--- src/rtl/seg7_disp_sched.sv ---
// -----------------------------------------------------------------------------
// seg7_disp_sched
//
// Display scheduler in front of a 4-digit 7-segment decoder. Two requesters
// share the display:
//   * source A: a live 6-digit BCD measurement. It is snapshotted at a fixed
//     tick cadence and autoranged into a 4-digit window, with hysteresis on
//     down-ranging. Leading-zero blanking is optional.
//   * source B: a priority 4-digit message. It is held on the display for a
//     fixed number of ticks and can be retriggered.
// Blink blanking is applied on top of either source. The downstream decoder
// only converts BCD to segments and honours disp_blank.
//
// Timing: there are two register stages. Stage 1 holds the FSM, latched data
// and counters. Stage 2 holds the output registers. An input event sampled in
// cycle n is visible on the outputs in cycle n+2. The exception is b_ack, which
// is registered straight from the request and appears in cycle n+1.
//
// Ports:
//   clk        in   1   system clock
//   rst        in   1   synchronous, active-high reset
//   tick_1ms   in   1   one-clk pulse every 1 ms
//   a_val      in  20   binary value of source A, used for ranging
//   a_bcd      in  24   source A BCD digits, [3:0] ones .. [23:20] 1e5
//   b_req      in   1   one-clk request to show source B
//   b_bcd      in  16   source B digits, sampled with b_req
//   blink_en   in   1   level, enables blinking
//   disp_bcd   out 16   digits to the decoder, [3:0] rightmost
//   disp_blank out  4   per-digit blank, 1 = digit off
//   range_led  out  3   one-hot range: [0] x1, [1] x10, [2] x100
//   b_active   out  1   source B is on the display
//   b_ack      out  1   one-clk pulse when b_req is accepted
//   upd_strobe out  1   one-clk pulse when a snapshot reaches the outputs
// -----------------------------------------------------------------------------
module seg7_disp_sched #(
    parameter int UPD_MS       = 250,
    parameter int HOLD_MS      = 2000,
    parameter int HYST         = 500,
    parameter int BLINK_PER_MS = 1000,
    parameter int BLINK_OFF_MS = 200,
    parameter int LZB          = 1
) (
    input  logic        clk,
    input  logic        rst,
    input  logic        tick_1ms,
    input  logic [19:0] a_val,
    input  logic [23:0] a_bcd,
    input  logic        b_req,
    input  logic [15:0] b_bcd,
    input  logic        blink_en,
    output logic [15:0] disp_bcd,
    output logic [3:0]  disp_blank,
    output logic [2:0]  range_led,
    output logic        b_active,
    output logic        b_ack,
    output logic        upd_strobe
);

    localparam int UPD_W   = (UPD_MS > 1) ? $clog2(UPD_MS) : 1;
    localparam int HOLD_W  = (HOLD_MS > 1) ? $clog2(HOLD_MS) : 1;
    localparam int BLINK_W = $clog2(BLINK_PER_MS);

    localparam logic [UPD_W-1:0]   UPD_LAST   = UPD_W'(UPD_MS - 1);
    localparam logic [HOLD_W-1:0]  HOLD_LAST  = HOLD_W'(HOLD_MS - 1);
    localparam logic [BLINK_W-1:0] BLINK_LAST = BLINK_W'(BLINK_PER_MS - 1);
    localparam logic [BLINK_W-1:0] BLINK_OFF0 = BLINK_W'(BLINK_PER_MS - BLINK_OFF_MS);

    // Down-range thresholds: a strict "<" against these leaves the range.
    localparam logic [19:0] R2_DOWN = 20'(100000 - HYST);
    localparam logic [19:0] R1_DOWN = 20'(10000 - HYST);

    typedef enum logic [0:0] {
        SHOW_A = 1'b0,
        SHOW_B = 1'b1
    } state_t;

    typedef enum logic [1:0] {
        R0 = 2'd0,
        R1 = 2'd1,
        R2 = 2'd2
    } range_t;

    // Autorange decision. Up-ranging takes effect at once. Down-ranging needs
    // the value to fall HYST counts below the range boundary. A drop can skip
    // straight from R2 to R0.
    function automatic range_t next_range(input logic [19:0] val, input range_t cur);
        range_t nr;
        nr = R0;
        if (val > 20'd99999) begin
            nr = R2;
        end else if (val > 20'd9999) begin
            if ((cur == R2) && (val >= R2_DOWN)) begin
                nr = R2;
            end else begin
                nr = R1;
            end
        end else begin
            case (cur)
                R2: begin
                    if (val < R1_DOWN) begin
                        nr = R0;
                    end else if (val < R2_DOWN) begin
                        nr = R1;
                    end else begin
                        nr = R2;
                    end
                end
                R1: begin
                    if (val < R1_DOWN) begin
                        nr = R0;
                    end else begin
                        nr = R1;
                    end
                end
                R0:      nr = R0;
                default: nr = R0;
            endcase
        end
        return nr;
    endfunction

    // Stage 1 state
    state_t              state_r;
    state_t              state_nx_s;
    range_t              range_r;
    logic [23:0]         snap_r;
    logic [15:0]         b_reg_r;
    logic [UPD_W-1:0]    upd_cnt_r;
    logic [HOLD_W-1:0]   hold_cnt_r;
    logic [BLINK_W-1:0]  blink_cnt_r;
    logic                snap_pulse_r;

    // Decoded events
    logic                snap_evt_s;
    logic                hold_exp_s;

    // Stage 2 inputs
    logic [15:0]         window_s;
    logic                z3_s, z2_s, z1_s;
    logic [3:0]          lzb_s;
    logic [15:0]         disp_bcd_nx_s;
    logic [3:0]          disp_blank_nx_s;
    logic [2:0]          range_led_nx_s;
    logic                blink_off_s;

    // Event decode for snapshot and hold expiry
    always_comb begin
        snap_evt_s = tick_1ms && (upd_cnt_r == UPD_LAST);
        hold_exp_s = (state_r == SHOW_B) && tick_1ms && (hold_cnt_r == HOLD_LAST);
    end

    // Arbitration FSM next-state. A request always wins over hold expiry.
    always_comb begin
        state_nx_s = state_r;
        case (state_r)
            SHOW_A: begin
                if (b_req) begin
                    state_nx_s = SHOW_B;
                end else begin
                    state_nx_s = SHOW_A;
                end
            end
            SHOW_B: begin
                if (b_req) begin
                    state_nx_s = SHOW_B;
                end else if (hold_exp_s) begin
                    state_nx_s = SHOW_A;
                end else begin
                    state_nx_s = SHOW_B;
                end
            end
            default: state_nx_s = SHOW_A;
        endcase
    end

    // Arbitration FSM state register
    always_ff @(posedge clk) begin
        if (rst) begin
            state_r <= SHOW_A;
        end else begin
            state_r <= state_nx_s;
        end
    end

    // Source A snapshot cadence and autorange. This runs in every FSM state.
    always_ff @(posedge clk) begin
        if (rst) begin
            upd_cnt_r    <= '0;
            snap_r       <= 24'h000000;
            range_r      <= R0;
            snap_pulse_r <= 1'b0;
        end else begin
            snap_pulse_r <= snap_evt_s;
            if (snap_evt_s) begin
                upd_cnt_r <= '0;
                snap_r    <= a_bcd;
                range_r   <= next_range(a_val, range_r);
            end else if (tick_1ms) begin
                upd_cnt_r <= upd_cnt_r + UPD_W'(1);
            end else begin
                upd_cnt_r <= upd_cnt_r;
            end
        end
    end

    // Source B latch, hold counter and acknowledge. b_ack is taken one stage
    // early so the requester sees it one clock after the request.
    always_ff @(posedge clk) begin
        if (rst) begin
            b_reg_r    <= 16'h0000;
            hold_cnt_r <= '0;
            b_ack      <= 1'b0;
        end else begin
            b_ack <= b_req;
            if (b_req) begin
                b_reg_r    <= b_bcd;
                hold_cnt_r <= '0;
            end else if ((state_r == SHOW_B) && tick_1ms) begin
                if (hold_cnt_r == HOLD_LAST) begin
                    hold_cnt_r <= '0;
                end else begin
                    hold_cnt_r <= hold_cnt_r + HOLD_W'(1);
                end
            end else begin
                hold_cnt_r <= hold_cnt_r;
            end
        end
    end

    // Blink phase counter. While blinking is disabled the counter is pinned
    // to 0, and this has priority over a coincident tick.
    always_ff @(posedge clk) begin
        if (rst) begin
            blink_cnt_r <= '0;
        end else if (!blink_en) begin
            blink_cnt_r <= '0;
        end else if (tick_1ms) begin
            if (blink_cnt_r == BLINK_LAST) begin
                blink_cnt_r <= '0;
            end else begin
                blink_cnt_r <= blink_cnt_r + BLINK_W'(1);
            end
        end else begin
            blink_cnt_r <= blink_cnt_r;
        end
    end

    // Range window selection over the six snapshot digits
    always_comb begin
        window_s = snap_r[15:0];
        case (range_r)
            R0:      window_s = snap_r[15:0];
            R1:      window_s = snap_r[19:4];
            R2:      window_s = snap_r[23:8];
            default: window_s = snap_r[15:0];
        endcase
    end

    // Leading-zero mask: each digit blanks only if every higher digit also
    // blanks. Digit 0 always stays lit so a zero reading still shows "0".
    always_comb begin
        z3_s  = (window_s[15:12] == 4'd0);
        z2_s  = z3_s && (window_s[11:8] == 4'd0);
        z1_s  = z2_s && (window_s[7:4] == 4'd0);
        lzb_s = {z3_s, z2_s, z1_s, 1'b0};
    end

    // Next values for the output registers
    always_comb begin
        disp_bcd_nx_s   = window_s;
        disp_blank_nx_s = 4'b0000;
        range_led_nx_s  = 3'b001;
        blink_off_s     = (blink_cnt_r >= BLINK_OFF0);

        if (state_r == SHOW_B) begin
            disp_bcd_nx_s = b_reg_r;
        end else begin
            disp_bcd_nx_s = window_s;
        end

        if (blink_off_s) begin
            disp_blank_nx_s = 4'b1111;
        end else if ((state_r == SHOW_A) && (LZB != 0)) begin
            disp_blank_nx_s = lzb_s;
        end else begin
            disp_blank_nx_s = 4'b0000;
        end

        case (range_r)
            R0:      range_led_nx_s = 3'b001;
            R1:      range_led_nx_s = 3'b010;
            R2:      range_led_nx_s = 3'b100;
            default: range_led_nx_s = 3'b001;
        endcase
    end

    // Stage 2 output registers
    always_ff @(posedge clk) begin
        if (rst) begin
            disp_bcd   <= 16'h0000;
            disp_blank <= 4'b0000;
            range_led  <= 3'b001;
            b_active   <= 1'b0;
            upd_strobe <= 1'b0;
        end else begin
            disp_bcd   <= disp_bcd_nx_s;
            disp_blank <= disp_blank_nx_s;
            range_led  <= range_led_nx_s;
            b_active   <= (state_r == SHOW_B);
            upd_strobe <= snap_pulse_r;
        end
    end

endmodule
--- config.mk ---
export PLATFORM = sky130hd
export DESIGN_NAME = seg7_disp_sched
export DESIGN_NICKNAME = d
export VERILOG_FILES = /design/src/rtl/seg7_disp_sched.sv
export SDC_FILE = /design/constraint.sdc
export NUM_CORES = 1
export LEC_CHECK = 0
export CAP_MARGIN = 20
export CORE_ASPECT_RATIO = 0.5
export CORE_MARGIN = 1
export CORE_UTILIZATION = 47
export CTS_BUF_LIST = sky130_fd_sc_hd__clkbuf_4
export DETAILED_ROUTE_END_ITERATION = 7
export MAX_ROUTING_LAYER = met4
export PLACE_DENSITY_LB_ADDON = 0.08
export SLEW_MARGIN = 20
export SYNTH_ARGS = -nofsm -noshare
export SYNTH_HDL_FRONTEND = slang
export SYNTH_SLANG_ARGS = --single-unit
--- constraint.sdc ---
create_clock -name clk -period 1.8 [get_ports clk]
set_input_delay 0.18 -clock clk [delete_from_list [all_inputs] [get_ports clk]]
set_output_delay 0.18 -clock clk [all_outputs]
set_load 0.01 [all_outputs]
==> run_results.csv <==
group,metric,value,unit
logic_synthesis,synthCells,485,
logic_synthesis,synthXorXnorAreaFrac,0.0546,
power,p_sw,0.878,mW
worst_hold_path,hold_class,"in -> reg",
power,swShare,0.233,
run_status,status,"complete, no violations",
power,leakagePower,2.06,nW
power,pwr-share-comb,0.100,
layout,num_antenna_cells,0,
global_route,grt_use_total,0.216,
drt,top_layer,"met4",
drt,vias,3561,
sta,finalWorstSetupSlack,30.4,ps
logic_synthesis,ys_types,43,
drt,wl_met1,4.47,mm
worst_hold_path,worstHoldEndpoint,"b_reg_r[15]",
critical_path,r2r-start,"range_r[0]",
layout,fillers,712,
critical_path,critical_path_required,2200,ps
logic_synthesis,synth_top_flop_cell,"dfxtp_1",
logic_synthesis,synth_area,4170,um2
power,clockPowerShare,0.299,
layout,layout.nets,670,
clock_network,worst_skew_pair.late_latency,440,ps
layout,register_area,1990,um2
place,place_ws,-164,ps
power,total_power,3.76,mW
worst_hold_path,min_from,"rst",
clock_network,cts_root_buf,"clkbuf_4",
critical_path,r2r-end,"disp_blank[1]",
sta,min_period,1770,ps
run,maxCapViolCount,0,
drt,drt_iter0_markers,155,
floorplan,die_h,68.6,um
sta,max-slew-margin-rel,0.753,
drt,wl,9.25,mm
critical_path,critical_path.max_fanout,10,
floorplan,core.rowCount,23,
place,placed_cells,696,
critical_path,start_kind,"flop",
floorplan,core-area,8290,um2
global_route,grt-ovfl-total,0,
logic_synthesis,synthArstFlopShare,0,
global_route,grt_pass1_wl,14.7,mm
layout,multiInputGateArea,2060,um2
drt,first_pass_iters,4,
clock_network,clk_pin_slew,140,ps
logic_synthesis,synthAdderAreaFrac,0.0270,
sta,slew_violations,0,
logic_synthesis,ys_seq_elements,99,
layout,layout_commonest_cell,"dfxtp_1",
critical_path,cp_data_arrival_time,2170,ps
global_route,grt_max_degree,29,
drt,ant_nets,0,
drt,wl_met3,519,um
drt,wl_per_cell,13.0,um
sta,timing.hold.ws,102,ps
critical_path,worstRegToRegCells,7,
floorplan,die-area,9270,um2
place,hpwl,6.83,mm
place,place_congestion,0.813,
global_route,grt_pass1_vias,3193,
global_route,grt_antenna_before_repair,0,
drt,drc,0,
floorplan,die_x,135,um
layout,final_cell_mix,"dfxtp_1, clkdlybuf4s50_1, nor2_1",
power,power_density,677,nW/um2
layout,finalInstanceArea,5560,um2
critical_path,critPathKind,"reg -> reg",
clock_network,clkSinkCount,99,
layout,drive_above_1_share,0.123,
logic_synthesis,synthSimpleGateAreaFrac,0.218,
floorplan,start_util,0.503,
logic_synthesis,synth_compound_area_frac,0.136,
power,peakVddDrop,0.000316,V
place,place.port_buffers,88,
sta,period_share,0.983,
layout,post-route-util,0.671,
floorplan,ios,91,
place,placed_area,5370,um2
sta,finalSetupViolCount,0,
drt,wl_met2,4.17,mm
sta,clock.fmax,565,MHz
sta,hold_viol_final,0,
logic_synthesis,synthMuxAreaShare,0.0480,
sta,setup_tns,0,ps
layout,final_cells,712,
drt,avgViaCountPerCell,5.00,
logic_synthesis,syn-num-nets,559,
layout,area_delta_synth_final,33.5,%
logic_synthesis,yosysWarningCount,0,
logic_synthesis,syn_avg_cell_area,8.59,um2
sta,rsz0062_at_grt,"yes",
sta,worstMarginPinSlew,361,ps
power,pwr-share-seq,0.601,
clock_network,htree_levels,3,
worst_hold_path,min_path_cells,2,
clock_network,ctsLongestPathBuffers,2,
logic_synthesis,synth_top_family_by_area,"simple AND/OR/NAND/NOR gates",
power,intPower,2.89,mW
logic_synthesis,synth_edf_count,0,
clock_network,cts_inserted_buffers,9,
clock_network,cts_tree,"yes",
logic_synthesis,ys_seq_area_frac,0.476,
critical_path,reg2reg_slack,30,ps
critical_path,worst_setup_path_end_kind,"flop",
sta,finClkSkew,15.6,ps
## Yosys cell counts (all sizes together), types with 4 or more instances
| cell type | instances | area share |
|---|---|---|
| a221oi | 7 | 0.016 |
| nand4 | 9 | 0.015 |
| ha | 9 | 0.027 |
| nor2 | 83 | 0.075 |
| dfxtp | 99 | 0.48 |
| o21ai | 14 | 0.017 |
| mux2i | 20 | 0.048 |
| clkbuf | 11 | 0.0099 |
| xnor2 | 11 | 0.023 |
| buf | 18 | 0.024 |
| nand2 | 67 | 0.060 |
| a221o | 6 | 0.014 |
| nand3 | 11 | 0.013 |
| a21oi | 42 | 0.050 |
| nor2b | 8 | 0.012 |
| nor3 | 14 | 0.017 |
| xor2 | 15 | 0.032 |
| inv | 7 | 0.0063 |
| a211oi | 4 | 0.0084 |
## cell families after synthesis
logic type / after synthesis
buffers and inverters: 37
DFF: 99
and+or+nand+nor: 206
muxes: 20
xor gates and xnor gates: 26
AOI/OAI and AO/OA: 88
adders and majority gates: 9
## sequential cells by signal (all words and copies together) (netlist names)
name          flops
range_r           2
upd_cnt_r         8
blink_cnt_r      10
upd_strobe        1
disp_bcd         16
snap_pulse_r      1
range_led         3
disp_blank        4
state_r           1
b_ack             1
snap_r           24
hold_cnt_r       11
b_active          1
b_reg_r          16
## routing by layer
layer | global-route usage | vias up
met2 | 0.344 | 89
met4 | 0.0604 | 0
met3 | 0.0724 | 9
li1 | - | 1867
met1 | 0.263 | 1596
met5 | - | -
## power groups by stage
stage               registers [mW]  clock network, mW  logic [mW]
floorplan                     2.31                  0       0.146
global placement              2.31                  0       0.372
detailed placement            2.31                  0       0.375
CTS                           2.27               1.17       0.377
global route                  2.27               1.25       0.408
finish                        2.26               1.13       0.375
## worst max-delay path, cell delays in order (launching register included)
cell and delay (ps):
dfxtp_4 390, inv_1 80, ha_4 340, nor2b_1 190, o22ai_1 130, nor4_2 280
a41o_1 210, and2_1 110
## worst max-delay path by stage
stage | start | end | slack, ps
2_1_floorplan | range_r[0] | disp_blank[1] | 20
3_3_place_gp | range_r[0] | disp_blank[1] | -140
3_5_place_dp | range_r[0] | disp_blank[1] | -160
4_1_cts | range_r[0] | disp_blank[1] | 30
5_1_grt | range_r[0] | disp_blank[1] | -100
6_report | range_r[0] | disp_blank[1] | 30
## repair_timing
action | in CTS | in global routing
buffers inserted | 1 | 0
resized for setup | 8 | 14
hold endpoints to repair | 0 | 0
pin swaps | 2 | 0
hold buffers | 0 | 0
endpoints found under the setup margin | 11 | 11
## layout make-up
cell class,instances,area share
Multi-Input combinational cell,349,0.371
Sequential cell,99,0.358
Timing Repair Buffer,129,0.217
Tap cell,112,0.0252
Clock buffer,10,0.0135
Clock inverter,5,0.00989
Inverter,8,0.00540
No activity file was read; power rests on OpenSTA's default activity.
